--- src/rtl/iic_slave.sv ---
// I2C/SCCB target: oversampled SCL/SDA, START/STOP/bit decode, device-ID ACK
// and a simple register port (pointer, write strobe, read request).

module iic_slave_filt #(
  parameter int FILT_LEN = 3
) (
  input  logic clk_sys,
  input  logic rst_n,
  input  logic din,
  output logic dout
);
  localparam logic [3:0] CNT_LOAD = 4'(FILT_LEN - 1);

  logic [1:0] sync;
  logic [3:0] cnt;

  // Output flips once FILT_LEN consecutive synchronized samples disagree with it
  always_ff @(posedge clk_sys or negedge rst_n) begin
    if (!rst_n) begin
      sync <= 2'b11;
      cnt  <= CNT_LOAD;
      dout <= 1'b1;
    end else begin
      sync <= {sync[0], din};
      if (sync[1] == dout) begin
        cnt <= CNT_LOAD;
      end else if (cnt == 4'd0) begin
        dout <= sync[1];
        cnt  <= CNT_LOAD;
      end else begin
        cnt <= cnt - 4'd1;
      end
    end
  end
endmodule

// state   | meaning
// IDLE    | bus free, nothing addressed
// DEVID   | shifting in the device-ID byte
// DEVACK  | driving ACK for a matching ID
// ADDR    | shifting in the register pointer
// ADDRACK | driving ACK for the pointer byte
// WDATA   | shifting in a write data byte
// WACK    | driving ACK for a write byte
// RDATA   | shifting out a read byte
// RACK    | sampling the initiator's ACK/NACK
// IGNORE  | not addressed, wait for START/STOP
module iic_slave #(
  parameter logic [6:0] DEV_ID   = 7'h21,
  parameter int         FILT_LEN = 3
) (
  input  logic       clk_sys,
  input  logic       rst_n,
  input  logic       scl_in,
  input  logic       sda_in,
  output logic       sda_oe,
  output logic [7:0] reg_addr,
  output logic [7:0] reg_wdata,
  output logic       reg_we,
  output logic       reg_re,
  input  logic [7:0] reg_rdata,
  output logic       busy
);
  typedef enum logic [3:0] {
    IDLE    = 4'd0,
    DEVID   = 4'd1,
    DEVACK  = 4'd2,
    ADDR    = 4'd3,
    ADDRACK = 4'd4,
    WDATA   = 4'd5,
    WACK    = 4'd6,
    RDATA   = 4'd7,
    RACK    = 4'd8,
    IGNORE  = 4'd9
  } state_t;

  state_t     state, state_nx;
  logic [3:0] bit_cnt, bit_cnt_nx;
  logic [7:0] shreg, shreg_nx;
  logic [7:0] reg_addr_nx, reg_wdata_nx;
  logic       sda_oe_nx, reg_we_nx, reg_re_nx, busy_nx;
  logic       rd_load;
  logic       scl_f, sda_f, scl_q, sda_q;
  logic       scl_rise, scl_fall, bus_start, bus_stop;
  logic [7:0] byte_in;

  iic_slave_filt #(.FILT_LEN(FILT_LEN)) u_filt_scl (
    .clk_sys (clk_sys),
    .rst_n   (rst_n),
    .din     (scl_in),
    .dout    (scl_f)
  );

  iic_slave_filt #(.FILT_LEN(FILT_LEN)) u_filt_sda (
    .clk_sys (clk_sys),
    .rst_n   (rst_n),
    .din     (sda_in),
    .dout    (sda_f)
  );

  assign scl_rise  = scl_f & ~scl_q;
  assign scl_fall  = ~scl_f & scl_q;
  assign bus_start = scl_f & scl_q & sda_q & ~sda_f;
  assign bus_stop  = scl_f & scl_q & ~sda_q & sda_f;
  assign byte_in   = {shreg[6:0], sda_f};

  always_ff @(posedge clk_sys or negedge rst_n) begin
    if (!rst_n) begin
      state     <= IDLE;
      bit_cnt   <= 4'd0;
      shreg     <= 8'h00;
      sda_oe    <= 1'b0;
      reg_addr  <= 8'h00;
      reg_wdata <= 8'h00;
      reg_we    <= 1'b0;
      reg_re    <= 1'b0;
      busy      <= 1'b0;
      rd_load   <= 1'b0;
      scl_q     <= 1'b1;
      sda_q     <= 1'b1;
    end else begin
      state     <= state_nx;
      bit_cnt   <= bit_cnt_nx;
      shreg     <= shreg_nx;
      sda_oe    <= sda_oe_nx;
      reg_addr  <= reg_addr_nx;
      reg_wdata <= reg_wdata_nx;
      reg_we    <= reg_we_nx;
      reg_re    <= reg_re_nx;
      busy      <= busy_nx;
      rd_load   <= reg_re;
      scl_q     <= scl_f;
      sda_q     <= sda_f;
    end
  end

  always_comb begin
    state_nx     = state;
    bit_cnt_nx   = bit_cnt;
    shreg_nx     = shreg;
    sda_oe_nx    = sda_oe;
    reg_addr_nx  = reg_addr;
    reg_wdata_nx = reg_wdata;
    reg_we_nx    = 1'b0;
    reg_re_nx    = 1'b0;
    busy_nx      = busy;

    if (bus_start) begin
      state_nx   = DEVID;
      bit_cnt_nx = 4'd0;
      sda_oe_nx  = 1'b0;
    end else if (bus_stop) begin
      state_nx   = IDLE;
      bit_cnt_nx = 4'd0;
      sda_oe_nx  = 1'b0;
      busy_nx    = 1'b0;
    end else begin
      // Read data arrives the cycle after reg_re; drive its MSB right away
      if (rd_load) begin
        shreg_nx  = reg_rdata;
        sda_oe_nx = ~reg_rdata[7];
      end
      case (state)
        DEVID: begin
          if (scl_rise && bit_cnt < 4'd8) begin
            shreg_nx   = byte_in;
            bit_cnt_nx = bit_cnt + 4'd1;
          end else if (scl_fall && bit_cnt == 4'd8) begin
            if (shreg[7:1] == DEV_ID) begin
              state_nx  = DEVACK;
              sda_oe_nx = 1'b1;
              busy_nx   = 1'b1;
            end else begin
              state_nx = IGNORE;
            end
          end
        end
        DEVACK: begin
          if (scl_fall) begin
            sda_oe_nx  = 1'b0;
            bit_cnt_nx = 4'd0;
            if (shreg[0]) begin
              state_nx  = RDATA;
              reg_re_nx = 1'b1;
            end else begin
              state_nx = ADDR;
            end
          end
        end
        ADDR: begin
          if (scl_rise && bit_cnt < 4'd8) begin
            shreg_nx   = byte_in;
            bit_cnt_nx = bit_cnt + 4'd1;
            if (bit_cnt == 4'd7) reg_addr_nx = byte_in;
          end else if (scl_fall && bit_cnt == 4'd8) begin
            state_nx  = ADDRACK;
            sda_oe_nx = 1'b1;
          end
        end
        ADDRACK: begin
          if (scl_fall) begin
            state_nx   = WDATA;
            sda_oe_nx  = 1'b0;
            bit_cnt_nx = 4'd0;
          end
        end
        WDATA: begin
          if (scl_rise && bit_cnt < 4'd8) begin
            shreg_nx   = byte_in;
            bit_cnt_nx = bit_cnt + 4'd1;
            if (bit_cnt == 4'd7) begin
              reg_wdata_nx = byte_in;
              reg_we_nx    = 1'b1;
            end
          end else if (scl_fall && bit_cnt == 4'd8) begin
            state_nx  = WACK;
            sda_oe_nx = 1'b1;
          end
        end
        WACK: begin
          if (scl_fall) begin
            state_nx    = WDATA;
            sda_oe_nx   = 1'b0;
            bit_cnt_nx  = 4'd0;
            reg_addr_nx = reg_addr + 8'd1;
          end
        end
        RDATA: begin
          if (scl_rise && bit_cnt < 4'd8) begin
            bit_cnt_nx = bit_cnt + 4'd1;
          end else if (scl_fall && bit_cnt == 4'd8) begin
            state_nx   = RACK;
            sda_oe_nx  = 1'b0;
            bit_cnt_nx = 4'd0;
          end else if (scl_fall && bit_cnt != 4'd0) begin
            shreg_nx  = {shreg[6:0], 1'b0};
            sda_oe_nx = ~shreg[6];
          end
        end
        RACK: begin
          // bit_cnt==1 marks "initiator ACKed, fetch next byte at the falling edge"
          if (scl_rise) begin
            reg_addr_nx = reg_addr + 8'd1;
            if (!sda_f) begin
              bit_cnt_nx = 4'd1;
            end else begin
              state_nx = IGNORE;
              busy_nx  = 1'b0;
            end
          end else if (scl_fall && bit_cnt == 4'd1) begin
            state_nx   = RDATA;
            reg_re_nx  = 1'b1;
            bit_cnt_nx = 4'd0;
          end
        end
        default: ;
      endcase
    end
  end
endmodule

--- config.mk ---
export PLATFORM = sky130hd
export DESIGN_NAME = iic_slave
export DESIGN_NICKNAME = d
export VERILOG_FILES = /design/src/rtl/iic_slave.sv
export SDC_FILE = /design/constraint.sdc
export NUM_CORES = 1
export LEC_CHECK = 0
export BUFFER_PORTS_ARGS = -buffer_cell sky130_fd_sc_hd__buf_2
export CAP_MARGIN = 20
export CORE_MARGIN = 2
export CORE_UTILIZATION = 45
export DETAILED_ROUTE_END_ITERATION = 12
export HOLD_SLACK_MARGIN = 0.08
export SLEW_MARGIN = 0
export SYNTH_ARGS = -nofsm -noshare
export SYNTH_HDL_FRONTEND = slang
export SYNTH_SLANG_ARGS = --single-unit
--- constraint.sdc ---
create_clock -name clk_sys -period 2.3 [get_ports clk_sys]
set_input_delay 0 -clock clk_sys [delete_from_list [all_inputs] [get_ports clk_sys]]
set_output_delay 0 -clock clk_sys [all_outputs]
set_load 0.05 [all_outputs]
After elaboration in Yosys (flattened, before gate mapping)
Cells that the tools add are included.
{ "totals": {"regBits": 53, "in_bits": 12, "word_cells": 177} }
{ "classes": {"add_sub_neg": 4, "order_cmp": 1, "n_eq_ne": 39, "n_mux": 75, "bitwise_logic": 17, "reduce_logical": 23} }
{ "op_table": {"columns": ["operator", "count"], "rows": [
  ["$mux 4", 29],
  ["$mux 8", 9],
  ["$ne 4x4->1 const B", 9],
  ["$mux 1", 29],
  ["$pmux 4 s7", 1],
  ["$pmux 8 s3", 1],
  ["$eq 4x3->1 const B", 5],
  ["$pmux 4 s4", 1],
  ["$pmux 8 s2", 1],
  ["$ne 5x5->1 const B", 3],
  ["$reduce_and 7->1", 2],
  ["$reduce_and 13->1", 1],
  ["$ne 3x3->1 const B", 4],
  ["$ne 4x1->1 const B", 3],
  ["$not 1->1", 10],
  ["$reduce_bool 9->1", 1],
  ["$add 8x1->8 const B", 1],
  ["$eq 4x1->1 const B", 2],
  ["$eq 4x2->1 const B", 2],
  ["$eq 4x4->1 const B", 2],
  ["$logic_not 4->1", 2],
  ["$ne 2x2->1 const B", 4],
  ["$sub 4x1->4 const B", 2],
  ["$and 1x1->1", 7],
  ["other kinds (18)", 28]
]} }

Logic depth before layout (Yosys ltp)
Gate-level depths: netlist (run 1).
{ "logic_depth": {"depth_word": 9, "mapped_depth": 8, "ltp_nobuf": 7} }

Modules after synthesis
A second synthesis (run 1) with hierarchy kept.
{ "unflattened": {"hier_cells": 307, "hier_area_um2": 3173.0} }
{ "modules_own_cells": {"columns": ["module", "n_inst", "cells_per_inst", "area_each_um2", "seq_area_each_um2"], "rows": [
  ["iic_slave", 1, 263, 2577.5, 978.4],
  ["iic_slave_filt", 2, 22, 297.8, 180.2]
]} }

Worst setup path after synthesis (run 1)
OpenSTA, ideal clock, no wires.
{ "synth_path": {"kind": "reg2reg", "start": "register scl_q", "end": "register bit_cnt[1]", "t_arrival_ns": 1.884, "required_ns": 2.208, "path_slack_ns": 0.324, "path_stages_with_launch": 7, "n_path_buf": 1, "synth_period_minus_slack_ns": 1.976, "path_cell_list": "dfstp_2 > buf_4 > nor4b_1 > a211oi_2 > a211o_2 > a2111o_1 > o31ai_2"} }
{ "synth_via": {"elab_chain_len": 7} }
{ "synth_lines": {"columns": ["element", "line_no", "rtl"], "rows": [
  ["from (decl)", "83", "logic scl_f, sda_f, scl_q, sda_q;"],
  ["from (signal assigned)", "132", "scl_q <= scl_f;"],
  ["$not 1->1", "101", "assign scl_rise = scl_f & ~scl_q;"],
  ["$and 1x1->1", "101", null],
  ["$logic_and 1x1->1", null, null],
  ["$mux 4", "229", "if (scl_rise && bit_cnt < 4'd8) begin"],
  ["$pmux 4 s4", "163", "case (state)"],
  ["$mux 4", "152", "end else if (bus_stop) begin"],
  ["$mux 4", "148", "if (bus_start) begin"],
  ["to (signal assigned)", "123", "bit_cnt <= bit_cnt_nx;"],
  ["to (decl)", "78", "logic [3:0] bit_cnt, bit_cnt_nx;"]
]} }
Several ways; a longest one is shown, not always the timed one.
A chain may end at the register's enable or synchronous reset.

Worst setup path in the final report (run 1)
Same ends and word-level chain as after synthesis.

==> qor.txt, run 1 <==
RUN STATUS
------------------------------------------------------------------------------------
Status ................................................................    completed

ROUTE
------------------------------------------------------------------------------------
Detailed-route wire length per cell ...................................      16.4 um
1st-pass router iterations ............................................            5
DR vias ...............................................................         2587
Total DRC errors in the routed layout .................................            0
Via count normalized by instance count ................................         5.88
Post-Route WL .........................................................      7230 um
Number of DRC violations after detailed-routing iteration 0 ...........          246
Antenna Nets Post-Route ...............................................            0

TIMING
------------------------------------------------------------------------------------
Summed negative setup slack over all endpoints ........................         0 ps
Shortest period the worst path allows .................................      2160 ps
Worst slew pin tran ...................................................       662 ps
Max-Slew Margin vs Limit ..............................................        55.9%
Final period util .....................................................        93.7%
Final setup fails .....................................................            0
Count of pins over their slew limit ...................................            0
Fmax ..................................................................      464 MHz
RSZ-0062 raised after global routing ..................................           no
Final hold vios .......................................................            0
Clock skew after layout ...............................................      3.47 ps
Final worst-path setup slack ..........................................       144 ps

FLOORPLANNING
------------------------------------------------------------------------------------
Area enclosed by the die boundary .....................................    7610 um^2
Total I/O pin count ...................................................           32
Number of core rows ...................................................           30
Core region area ......................................................    6760 um^2
Chip Width ............................................................      87.2 um
Starting density of the core ..........................................        46.1%
Die extent in y .......................................................      87.2 um

SETUP PATH
------------------------------------------------------------------------------------
Worst Path Required ...................................................      2530 ps
Worst Setup End Kind ..................................................     register
Worst setup path class ................................................ register to register
Cell chain of the critical path ....................................... nor4b_1 -> a211oi_2 -> a211o_2 -> a2111o_1 -> o31ai_2
Worst path max stage delay ............................................       640 ps
Critical Path AT ......................................................      2390 ps
Count of buffer and inverter cells on the critical path ...............            0
Critical path origin ..................................................        scl_q
Critical path's slowest cell ..........................................      dfstp_2
FF-to-FF Start ........................................................        scl_q
Top delay family on crit path ......................................... compound AO/OA/AOI/OAI gates
Top fanout value on the critical path .................................           11
Worst setup SP type ...................................................     register

FINISH
------------------------------------------------------------------------------------
Sequential standard cell area .........................................    1340 um^2
Area added between synthesis and finish ...............................        15.0%
Multi-input logic area ................................................    1630 um^2
Net total in the final layout .........................................          378
Share of post-route cells with drive strength above 1 .................        27.5%
Antenna fix cells .....................................................            0
Fill count ............................................................          639

SYNTHESIS
------------------------------------------------------------------------------------
Yosys reg bits ........................................................           53
Combinational family with the most area after synthesis ............... compound AO/OA/AOI/OAI gates
Post-synthesis average cell area ......................................    9.93 um^2
Most area-hungry cell type in the Yosys netlist .......................      dfrtp_1
Parity-gate share of the synthesized area counting xor and xnor cells .       0.843%
Most used flip-flop cell after synthesis ..............................      dfrtp_1
Adder-Cell Fraction of Synth Area .....................................        2.81%
Mux cell area share after synthesis ...................................        7.83%
Number of nets in the synthesized netlist .............................          333
Number of instances in the synthesized netlist ........................          314
Top cells by area, synth .............................................. dfrtp_1 35%, dfstp_2 8.4%, mux2_2 4.0%
Post-synthesis cell area ..............................................    3120 um^2
Share of synthesized cell area in and, or, nand and nor gates .........        20.4%
Sequential share of the synthesized area ..............................        43.0%
Number of flops mapped to enable cells by yosys .......................            0
Async SR Flop Fraction ................................................         100%
Compound-gate portion of the synthesized area .........................        20.4%
Yosys warning total ...................................................            0
Yosys cell types ......................................................           63
Share of the synthesized area in the top cell type ....................        34.5%

PWR
------------------------------------------------------------------------------------
Largest voltage drop on the vdd net ...................................     0.558 mV
LEAKAGE ...............................................................      1.65 nW
Power density over the cells .......................................... 1370 nW/um^2

PLACED DESIGN
------------------------------------------------------------------------------------
HPWL after DPL ........................................................      5240 um
RePlAce Congestion ....................................................        0.826
Worst-case setup slack after placement ................................       175 ps
Port bufs .............................................................           31

CTS
------------------------------------------------------------------------------------
Sink count of the clock tree ..........................................           53
Later-pin clock latency in the skew report ............................       310 ps
TritonCTS buffer count ................................................            5
Clock slew seen by the registers of the worst setup and hold paths ....       110 ps
Number of H-tree branching levels .....................................            2
Clock root buffer master ..............................................     clkbuf_8
CTS tree ..............................................................         done
Maximum root-to-sink buffer count .....................................            2
Post-CTS Repair Setup Buffers .........................................            0

GLOBAL ROUTING
------------------------------------------------------------------------------------
Total Routing Usage GR ................................................        20.4%
Vias in the first global route ........................................         2441
Antenna violations before repair ......................................            0
Pin count of the biggest net entering global routing ..................           29
First-pass GRT wire length ............................................     12200 um
Leftover overflow at the end of global routing ........................            0

MIN PATH
------------------------------------------------------------------------------------
Min-delay src ......................................................... reg_rdata[6]
Hold Crit Class ....................................................... primary input to register

FLOW RUN
------------------------------------------------------------------------------------
Max_cap viols .........................................................            0

==> sequential cells by signal, summed over array words and instances (netlist names), 2 cells and up <==
name             cells
state                4
u_filt_scl.cnt       4
bit_cnt              4
u_filt_sda.cnt       4
u_filt_scl.sync      2
shreg                8
reg_wdata            8
reg_addr             8
u_filt_sda.sync      2
==> cell type report <==
cell class | instances | share of cell area (%)
timing repair buffer | 55 | 10.1
clock buffer | 5 | 1.92
tap | 80 | 2.79
inverter | 15 | 1.57
clock inverter | 3 | 0.803
sequential | 53 | 37.3
multi-input combinational | 229 | 45.5
==> through the flow <==
step / hold WS [ps] / cell area (um^2) / std cells / utilization, % / power [W]
after global placement: 84.8 / 3440 / 427 / 50.9 / 0.00425
after detailed placement: 76.0 / 3440 / 427 / 50.9 / 0.00429
after CTS: 95.5 / 3580 / 440 / 53.0 / 0.00491
final: 96.1 / 3580 / 440 / 53.1 / 0.00490
after global routing: 128 / 3580 / 440 / 53.1 / 0.00532
after floorplan: -296 / 3120 / 314 / - / 0.00365
==> worst register-to-register path: stages, from the launching register on <==
cell	delay [ps]
dfstp_2	640
nor4b_1	450
a211oi_2	180
a211o_2	340
a2111o_1	410
o31ai_2	70
==> where the power goes <==
part | switching (W) | internal [W]
Combinational | 0.00171 | 0.00113
Sequential | 0.000251 | 0.00122
Clock | 0.000361 | 0.000231
Total | 0.00232 | 0.00259
==> per-layer routing <==
layer	GRT usage (%)	wire, um	vias up
met2	30.4	3320	64
met4	6.15	79	0
met1	30.6	3530	1261
met5	0	0	-
met3	3.03	301	9
li1	-	-	1253
==> synth_stat cells, drive strengths merged (7+ instances only) <==
| master | count |
|---|---|
| dfstp | 10 |
| nor3 | 9 |
| nand2b | 10 |
| buf | 12 |
| ha | 7 |
| nand3 | 9 |
| mux2 | 11 |
| and2 | 8 |
| nor2 | 14 |
| nand2 | 20 |
| o21ai | 16 |
| o2bb2ai | 8 |
| mux2i | 12 |
| inv | 15 |
| a21oi | 22 |
| dfrtp | 43 |
==> worst paths after layout <==
check                                      to  cells past startpoint  slack [ps]
hold reg to reg            u_filt_scl.sync[1]                      0         360
hold / removal                       shreg[6]                      4         100
max in group asynchronous     u_filt_scl.dout                      3        1420
setup / recovery                   bit_cnt[1]                      5         140
setup reg to reg                   bit_cnt[1]                      5         140
min in group asynchronous            state[2]                      2         240
==> logic make-up after synthesis <==
group,count (synthesis)
simple gates,109
xor+xnor,3
mux,23
compound gates,87
flops,53
fa+ha+maj,7
buf+inv,32
==> layout by cell type (no fill, tap or decap), types with 3 or more instances in the layout <==
cell           instances
nor2_1                14
nor2b_1                5
nor3b_1                4
buf_2                 31
o2bb2ai_1              8
ha_1                   7
nor3_1                 8
o31ai_1                3
nand3_1                9
mux2i_1               12
or2_2                  5
a211oi_2               3
buf_4                 18
o22ai_1                4
a21oi_1               22
clkbuf_8               5
nand4_1                4
nand2_1               20
o21ai_0               14
and2_1                 7
dfstp_2               10
inv_1                 15
dlygate4sd3_1          5
nor4b_1                4
or3_1                  3
mux2_2                11
dfrtp_1               43
nand2b_1              10
a31oi_1                4
and3_1                 4
==> repair_timing <==
item                                    in CTS  in global routing
hold endpoints to repair                    29                  0
endpoints found under the setup margin       0                  4
hold buffers                                 5                  0
resized for setup                            0                  1
(Power assumes the default switching activity.)
==> run 2: changes to the inputs <==
--- a/config.mk
+++ b/config.mk
@@ -11,6 +11,8 @@
 export CORE_UTILIZATION = 45
 export DETAILED_ROUTE_END_ITERATION = 12
 export HOLD_SLACK_MARGIN = 0.08
+export PLACE_DENSITY = 0.72
+export SETUP_SLACK_MARGIN = 0.02
 export SLEW_MARGIN = 0
 export SYNTH_ARGS = -nofsm -noshare
 export SYNTH_HDL_FRONTEND = slang
==> constraint.sdc (replaced) <==
create_clock -name clk_sys -period 2.7 [get_ports clk_sys]
set_input_delay 0 -clock clk_sys [delete_from_list [all_inputs] [get_ports clk_sys]]
set_output_delay 0 -clock clk_sys [all_outputs]
set_load 0.05 [all_outputs]
==> run 2 against run 1 <==
Net effect: die area stayed put; count of clock-buffer cells in the layout unchanged; total power fell by 17%; setup slack better by 210 ps; sequential share of layout area increased by 0.74 points; via count down 2.0%; core utilization fell by 1.0 points; worst hold slack got worse by 2.8 ps; routed wire length is 3.8% lower; global-route usage fell by 0.88 points; critical path type unchanged.
==> qor.txt, run 2 (synthesis gave the netlist of run 1 again) <==
SETUP PATH
---------------------------------------------------------------------------------
Worst setup SP type ................................................     register
Worst Setup End Kind ...............................................     register
Worst setup path class ............................................. register to register
Top delay family on crit path ...................................... simple AND/OR/NAND/NOR gates
Count of buffer and inverter cells on the critical path ............            0   unchanged
Top fanout value on the critical path ..............................           17   +6
Critical Path AT ...................................................      2570 ps   +180 ps
Cell chain of the critical path .................................... or3b_1 -> nor4_2 -> o311a_1 -> a21oi_1 -> a21oi_1
Worst Path Required ................................................      2930 ps   +400 ps
CP dominant cell by count ..........................................      a21oi_1
Worst path max stage delay .........................................       720 ps   +80 ps
Critical path's slowest cell .......................................      dfstp_2

FLOORPLANNING
---------------------------------------------------------------------------------
Die extent in y ....................................................      87.2 um   unchanged
Area enclosed by the die boundary ..................................    7610 um^2   unchanged
Starting density of the core .......................................        46.1%   unchanged
Core region area ...................................................    6760 um^2   unchanged
Number of core rows ................................................           30   unchanged
Total I/O pin count ................................................           32   unchanged
Chip Width .........................................................      87.2 um   unchanged

FINISH
---------------------------------------------------------------------------------
Net total in the final layout ......................................          369   -2.4%
Antenna fix cells ..................................................            0   unchanged
Fill count .........................................................          613   -4.1%
Area added between synthesis and finish ............................        12.8%
Biggest regs ....................................................... reg_addr x8, reg_wdata x8, shreg x8
Share of the core filled with cells ................................        52.0%   -1.0 points
Share of post-route cells with drive strength above 1 ..............        25.6%   -1.9 points
Most common cell after layout, fill and taps aside .................      dfrtp_1
Most used cells in the layout excluding fill and tap cells ......... 43 x dfrtp_1, 31 x buf_2, 22 x a21oi_1

TIMING
---------------------------------------------------------------------------------
Final setup fails ..................................................            0   unchanged
Worst slew pin tran ................................................       676 ps   +14.4 ps
Clock skew after layout ............................................      5.12 ps   +1.65 ps
Final period util ..................................................        86.9%   -6.8 points
Summed negative setup slack over all endpoints .....................         0 ps   unchanged
Final hold vios ....................................................            0   unchanged
RSZ-0062 raised after global routing ...............................           no
Shortest period the worst path allows ..............................      2350 ps   +192 ps
Max-Slew Margin vs Limit ...........................................        54.8%   -1.1 points
Count of pins over their slew limit ................................            0   unchanged
Fmax ...............................................................      426 MHz   -8.2%

ROUTE
---------------------------------------------------------------------------------
DR vias ............................................................         2534   -2.0%
Detailed-route wire length per cell ................................      16.1 um   -1.8%
1st-pass router iterations .........................................            6   +1
Number of DRC violations after detailed-routing iteration 0 ........          194   -21%
Antenna Nets Post-Route ............................................            0   unchanged
Post-Route WL ......................................................      6960 um   -3.8%
Total DRC errors in the routed layout ..............................            0   unchanged
Via count normalized by instance count .............................         5.88   about the same

CTS
---------------------------------------------------------------------------------
Post-CTS Repair Setup Buffers ......................................            0   unchanged
Maximum root-to-sink buffer count ..................................            2   unchanged
Clock slew seen by the registers of the worst setup and hold paths .       100 ps   about the same
Clock root buffer master ...........................................     clkbuf_8
Hold buffer count at CTS ...........................................            4   -1
Later-pin clock latency in the skew report .........................       300 ps   about the same
Number of H-tree branching levels ..................................            2   unchanged
CTS tree ...........................................................         done
Sink count of the clock tree .......................................           53   unchanged
Number of gates resized after cts ..................................            0   unchanged
TritonCTS buffer count .............................................            5   unchanged

GLOBAL ROUTING
---------------------------------------------------------------------------------
Total Routing Usage GR .............................................        19.5%   -0.88 points
Leftover overflow at the end of global routing .....................            0   unchanged
Vias in the first global route .....................................         2376   -2.7%
Pin count of the biggest net entering global routing ...............           49   +69%
First-pass GRT wire length .........................................     11800 um   -3.3%
Antenna violations before repair ...................................            0   unchanged

FLOW RUN
---------------------------------------------------------------------------------
Max_cap viols ......................................................            0   unchanged

PLACED DESIGN
---------------------------------------------------------------------------------
Port bufs ..........................................................           31   unchanged
HPWL after DPL .....................................................      4850 um   -7.4%
RePlAce Congestion .................................................        0.884   +7.0%

RUN STATUS
---------------------------------------------------------------------------------
Status .............................................................    completed

PWR
---------------------------------------------------------------------------------
Largest voltage drop on the vdd net ................................     0.581 mV   +4.0%
LEAKAGE ............................................................      1.60 nW   -3.2%
Power density over the cells ....................................... 1150 nW/um^2   -16%

MIN PATH
---------------------------------------------------------------------------------
Hold Crit Class .................................................... primary input to register

-- run 2: path summary, 6_finish.rpt --
kind	cells past startpoint	from	slack, ps	end
setup reg to reg	5	u_filt_scl.dout	350	reg_addr[6]
setup / recovery	5	u_filt_scl.dout	350	reg_addr[6]
hold / removal	4	reg_rdata[1]	90	shreg[1]
hold reg to reg	0	u_filt_sda.sync[0]	360	u_filt_sda.sync[1]
min in group asynchronous	2	rst_n	240	reg_addr[5]
max in group asynchronous	4	rst_n	1720	u_filt_sda.cnt[1]
-- run 2: where the power goes --
group	total (W)	switching (W)	internal (W)
Combinational	0.00223	0.00133	0.000896
Clock	0.000455	0.000272	0.000182
Sequential	0.00137	0.000326	0.00104
Total	0.00405	0.00193	0.00212
-- run 2: tightest hold or removal path: stages --
cell and delay, ps:
buf_2 70, and2_1 100, mux2i_1 60, o2bb2ai_1 130
-- run 2: metal layers --
| metal | track usage [%] | vias up | part of all wire, % |
|---|---|---|---|
| li1 | - | 1226 | - |
| met1 | 29.1 | 1222 | 46 |
| met2 | 30.3 | 76 | 47 |
| met3 | 2.56 | 10 | 5.9 |
| met4 | 4.34 | 0 | 0.98 |
| met5 | 0 | - | 0 |
-- run 2: cell type report --
cell class / instances / area (um^2) / share of cell area (%)
multi-input combinational: 229 / 1630 / 46.4
clock inverter: 3 / 22.5 / 0.641
sequential: 53 / 1340 / 38.1
tap: 80 / 100 / 2.85
inverter: 15 / 56.3 / 1.60
timing repair buffer: 46 / 298 / 8.47
clock buffer: 5 / 68.8 / 1.96
-- run 2: per-stage QoR --
| step | power [W] | hold slack, ps | std cells | cell area, um^2 | setup WS, ps |
|---|---|---|---|---|---|
| global route | 0.00439 | 108 | 431 | 3510 | 154 |
| detailed placement | 0.00356 | 106 | 418 | 3360 | 398 |
| global placement | 0.00351 | 106 | 418 | 3360 | 495 |
| floorplan | 0.00311 | -296 | 314 | 3120 | 724 |
| finish | 0.00405 | 93.3 | 431 | 3510 | 352 |
| CTS | 0.00403 | 88.5 | 430 | 3490 | 380 |
